### src/rtl/exp_controller.sv
// Purpose : Moore FSM sequencing a 16-term series-sum datapath (load, multiply by x, multiply by LUT term, accumulate).
// Latency : done rises 49 edges after the edge that accepts start, with 16 MULX/MULC/ACC iterations.
// Backpres: start is taken only while ready=1 and is never queued; the result is held in DONE until ack.
// Ports   : clk, rst (async active-low); start/ack handshake; co = term counter at 15;
//           zx..s = datapath register, counter and mux controls; ready = idle; done = result valid.
module exp_controller (
    input  logic clk,
    input  logic rst,
    input  logic start,
    input  logic ack,
    input  logic co,
    output logic zx,
    output logic initx,
    output logic ldx,
    output logic zt,
    output logic initt,
    output logic ldt,
    output logic zr,
    output logic initr,
    output logic ldr,
    output logic zc,
    output logic ldc,
    output logic enc,
    output logic s,
    output logic ready,
    output logic done
);

    typedef enum logic [2:0] {
        S_IDLE = 3'd0,
        S_LOAD = 3'd1,
        S_MULX = 3'd2,
        S_MULC = 3'd3,
        S_ACC  = 3'd4,
        S_DONE = 3'd5
    } state_t;

    state_t state;
    state_t state_nxt;

    // State register
    always_ff @(posedge clk or negedge rst) begin
        if (!rst) begin
            state <= S_IDLE;
        end else begin
            state <= state_nxt;
        end
    end

    // Next-state logic; encodings 6 and 7 fall through to IDLE
    always_comb begin
        state_nxt = S_IDLE;
        case (state)
            S_IDLE:  state_nxt = start ? S_LOAD : S_IDLE;
            S_LOAD:  state_nxt = S_MULX;
            S_MULX:  state_nxt = S_MULC;
            S_MULC:  state_nxt = S_ACC;
            // co is only meaningful here: the counter has just reached its last term
            S_ACC:   state_nxt = co ? S_DONE : S_MULX;
            // ack wins over a simultaneous start; start is dropped, not remembered
            S_DONE:  state_nxt = ack ? S_IDLE : S_DONE;
            default: state_nxt = S_IDLE;
        endcase
    end

    // Output decode from the state register only
    always_comb begin
        zx    = 1'b0;
        initx = 1'b0;
        ldx   = 1'b0;
        zt    = 1'b0;
        initt = 1'b0;
        ldt   = 1'b0;
        zr    = 1'b0;
        initr = 1'b0;
        ldr   = 1'b0;
        zc    = 1'b0;
        ldc   = 1'b0;
        enc   = 1'b0;
        s     = 1'b0;
        ready = 1'b0;
        done  = 1'b0;
        // zx, initx, zt, zr and ldc stay low everywhere; they are reserved for a later soft-clear
        case (state)
            S_IDLE: ready = 1'b1;
            S_LOAD: begin
                ldx   = 1'b1;
                initt = 1'b1;
                initr = 1'b1;
                zc    = 1'b1;
            end
            S_MULX: ldt = 1'b1;
            S_MULC: begin
                ldt = 1'b1;
                s   = 1'b1;
            end
            S_ACC: begin
                ldr = 1'b1;
                enc = 1'b1;
            end
            S_DONE:  done = 1'b1;
            default: ;
        endcase
    end

endmodule

### config.mk
export PLATFORM = sky130hd
export DESIGN_NAME = exp_controller
export DESIGN_NICKNAME = d
export VERILOG_FILES = /design/src/rtl/exp_controller.sv
export SDC_FILE = /design/constraint.sdc
export NUM_CORES = 1
export LEC_CHECK = 0
export CAP_MARGIN = 25
export CORE_AREA = 2 2 39 41
export DETAILED_ROUTE_END_ITERATION = 10
export DIE_AREA = 0 0 41 43
export PLACE_DENSITY = 0.63
export SYNTH_ARGS = -nofsm -noshare
export SYNTH_HDL_FRONTEND = slang
export SYNTH_SLANG_ARGS = --single-unit
### constraint.sdc
create_clock -name clk -period 3.8 [get_ports clk]
set_input_delay 0.95 -clock clk [delete_from_list [all_inputs] [get_ports clk]]
set_output_delay 0.95 -clock clk [all_outputs]
set_load 0.005 [all_outputs]
### Word level (Yosys, flattened, before mapping)

Cells that the tools add are included.

* register bits after elaboration: 3
* output and inout bits: 15
* logic and storage cells: 18

* equal/unequal tests: 5
* multiplexer cells: 10
* reductions and logical operators: 2

Operators with widths (number)
* $pmux 3 s6: 1
* $mux 1: 7
* $eq 3x2->1 const B: 2
* $eq 3x3->1 const B: 2
* $mux 3: 2
* $eq 3x1->1 const B: 1
* $logic_not 3->1: 1
* $reduce_or 2->1: 1

### Depth between registers and ports, before layout

* depth after elaboration: 3
* depth in mapped cells: 4
* depth with buffers taken out: 2

### Worst setup path before layout

Ideal clock, no wire load.

* path kind: register to output
* start: reg state[0]
* end: out initt
* data arrival time: 1.091 ns
* setup slack: 1.759 ns
* stages on the path, launching flop included: 5
* buffers on the path: 2
* cell sequence: dfrtp_1 -> buf_2 -> inv_1 -> nor3_1 -> buf_4

* cells in the longest elaborated chain, start to end: 2

Ends and longest elaborated chain
* start: declaration: RTL line 38 `state_t state;`
* start signal: assignment: RTL line 46 `state <= state_nxt;`
* $eq 3x1->1
* $mux 1
* end: declaration: RTL line 16 `output logic initt,`

No other way between the ends.

### Worst setup path after layout

* start: reg state[0]
* end: out initr

* cells in the longest elaborated chain, start to end: 2

Ends and longest elaborated chain
* $eq 3x1->1: RTL line 84 `case (state)`
* $mux 1: RTL line 84
* end: declaration: RTL line 19 `output logic initr,`

No other way between the ends.

==> run_results.csv <==
group,metric,value,unit
clocking,cts_tree,"done",
setup_path,critical-path-max-stage-delay,0.58,ns
yosys,synth_area,297.8,um2
route,drt_iter0_drc,2,
setup_path,path_cells,"inv_1 -> nor3_1 -> clkdlybuf4s50_1",
timing,setup_ws,1.108,ns
setup_path,worst-path-stages,3,
power_and_ir_drop,p_leak,0.1757,nW
yosys,synth.top_cell.area_share,25.21,%
finish,finalNetCount,51,
clocking,htree_levels,1,
setup_path,cp-endpoint,"initr",
route,viasPerCell,3.984,
clocking,clock-sinks,3,
yosys,ys_top_cells_by_area,"dfrtp_1 (25%), buf_4 (23%), and4bb_1 (8.4%)",
yosys,synth_top_area_cell,"dfrtp_1",
global_route,grt_pass1_wl,710,um
timing,finClkSkew,0.0001552,ns
finish,diodes,0,
global_route,grt_use_total,6.244,%
power_and_ir_drop,power_density,723.0,mW/mm2
setup_path,r2r-start,"state[0]",
timing,drv_slew,0,
setup_path,startpoint,"state[0]",
timing,rsz0062_at_grt,"false",
yosys,synth_edf_count,0,
timing,fmax,371.5,MHz
setup_path,reg2regPathDepth,2,
finish,layout-drive-gt1-share,8.889,%
yosys,synth_most_common_cell,"buf_4",
die,io_pins,20,
finish,regMostFlops,"state",
timing,layout_min_cycle_time,2.692,ns
finish,nFillCells,159,
die,rows,14,
global_route,antenna_found_initial,0,
route,vias,243,
worst_hold_path,whs_path_depth,1,
route,drc_errors,0,
clocking,postCtsSetupRepairBufs,0,
route,drt_first_pass_iters,2,
setup_path,crit_arrival,1.74,ns
finish,areaGrowthSynthToFinish,39.50,%
timing,finalSetupTns,0,ns
placement,place_congestion,0.6503,
setup_path,critPathTopFamily,"buffers and inverters",
die,dieHeight,43,um
yosys,synth-seq-area-share,25.21,%
yosys,syn_area_per_cell,8.758,um2
yosys,ys_ff_latch,3,
clocking,clk-insertion-delay-late,0.23,ns
power_and_ir_drop,peakVddDrop,289.3,uV
timing,finalSetupViolCount,0,
setup_path,path_class,"reg2out",
route,antenna_left,0,
clocking,ctsHoldBuffers,0,
timing,hold_violations,0,
placement,port_buffers,14,
global_route,grt_overflow_total,0,
outcome,status,"finished, final reports clean",
yosys,yosys_warnings,0,
yosys,async_flop_share,100.0,%
setup_path,path_buf_inv,2,
finish,top_regs,"state: 3 flops",
placement,hpwl,399.2,um
finish,stdcell_count,61,
setup_path,slowest_stage,"clkdlybuf4s50_1",
global_route,first_global_vias,187,
yosys,ys_types,18,
clocking,path_clk_slew,0.04,ns
die,start_util,21.52,%
clocking,cts-buffers-inserted,3,
timing,period_share,70.84,%
route,finalWirelength,513,um
setup_path,cp.required,2.85,ns
route,wl_per_cell,8.410,um
die,fp.dieW,41,um
power_and_ir_drop,power,0.0003003,W
setup_path,end_kind,"primary output",
yosys,syn_inst,34,
setup_path,reg2reg_to,"state[2]",
die,die_area,0.001763,mm2
setup_path,path_max_fanout,12,
global_route,grt_max_degree,13,
die,core_area,0.001384,mm2
yosys,synth_ff_type,"dfrtp_1",
job,maxCapViolCount,0,
clocking,cts_resized,0,
yosys,synth_common_cells,"buf_4 (9), dfrtp_1 (3), nor2_1 (3)",
placement,dpl_worst_slack,1.327,ns
setup_path,regToRegSetupSlack,2.70,ns
worst_hold_path,hold_class,"reg2reg",
placement,placed_cells,57,
setup_path,cp-start-kind,"flop",
clocking,clockBufferDepth,2,
clocking,cts_root_buffer,"clkbuf_4",
finish,largest_reg_flops,3,
-- worst reg2reg max path, delay by kind of cell (launching register included) --
family,cells,cell delay (ns)
AOI/OAI and AO/OA,1,0.26
DFF,1,0.47
and+or+nand+nor,1,0.26
-- report_power, final --
part	switching [W]	total, W	internal (W)
registers	0.0000324	0.0000795	0.0000470
logic	0.0000533	0.000166	0.000112
clock network	0.0000158	0.0000551	0.0000393
total	0.000102	0.000300	0.000199
-- layout by cell type (no fill, tap or decap) --
cell | synthesis | final
clkdlybuf4s50_1 | 0 | 14
clkbuf_1 | 0 | 1
o32ai_2 | 1 | 1
a211o_1 | 1 | 1
o21ai_0 | 1 | 1
nand2b_1 | 1 | 1
dfrtp_1 | 3 | 3
nor2_1 | 3 | 3
nor2b_1 | 1 | 1
nor3b_1 | 2 | 2
clkbuf_4 | 0 | 3
or2_1 | 1 | 1
conb_1 | 1 | 5
inv_1 | 1 | 1
and2_1 | 2 | 2
and4bb_1 | 2 | 2
o31a_1 | 1 | 1
nor3_1 | 2 | 2
-- how the worst min path moves through the flow --
stage             start        to  slack (ns)
6_report       state[0]  state[2]        0.70
5_1_grt        state[0]  state[2]        0.76
4_1_cts        state[0]  state[2]        0.71
3_5_place_dp   state[0]  state[2]        0.70
3_3_place_gp   state[0]  state[2]        0.68
2_1_floorplan  state[1]  state[0]        0.60
-- stage by stage --
step	instance area (um2)	hold WS, ns	util (%)
finish	415.4	0.7025	30.02
global route	415.4	0.7561	30.02
CTS	415.4	0.7074	30.02
detailed placement	389.1	0.7002	28.12
global placement	389.1	0.6790	28.12
floorplan	312.8	0.5951	-
-- metal layers --
metal	global-route usage, %	part of all wire, %	up-vias	wire (um)
li1	-	-	123	-
met1	8.766	47	106	240
met2	7.187	43	14	222
met3	1.571	9.6	0	49
met4	6.000	0	0	0
met5	0	0	-	0
-- kinds of logic after synthesis --
logic type / after synthesis / share of synthesized area, %
AOI/OAI and AO/OA: 4 / 13.03
buffers and inverters: 12 / 29.41
other: 1 / 1.259
DFF: 3 / 25.21
and+or+nand+nor: 14 / 31.09
-- cell type report --
| class | instances | area, um2 | share of cell area, % |
|---|---|---|---|
| repair buffers | 14 | 140.1 | 33.73 |
| well taps | 16 | 20.02 | 4.819 |
| multi-input cells | 23 | 150.1 | 36.14 |
| inverters | 1 | 3.754 | 0.9036 |
| clock buffers | 4 | 26.28 | 6.325 |
| flip-flops and latches | 3 | 75.07 | 18.07 |
Note: power is estimated with default switching activity, not from simulation.
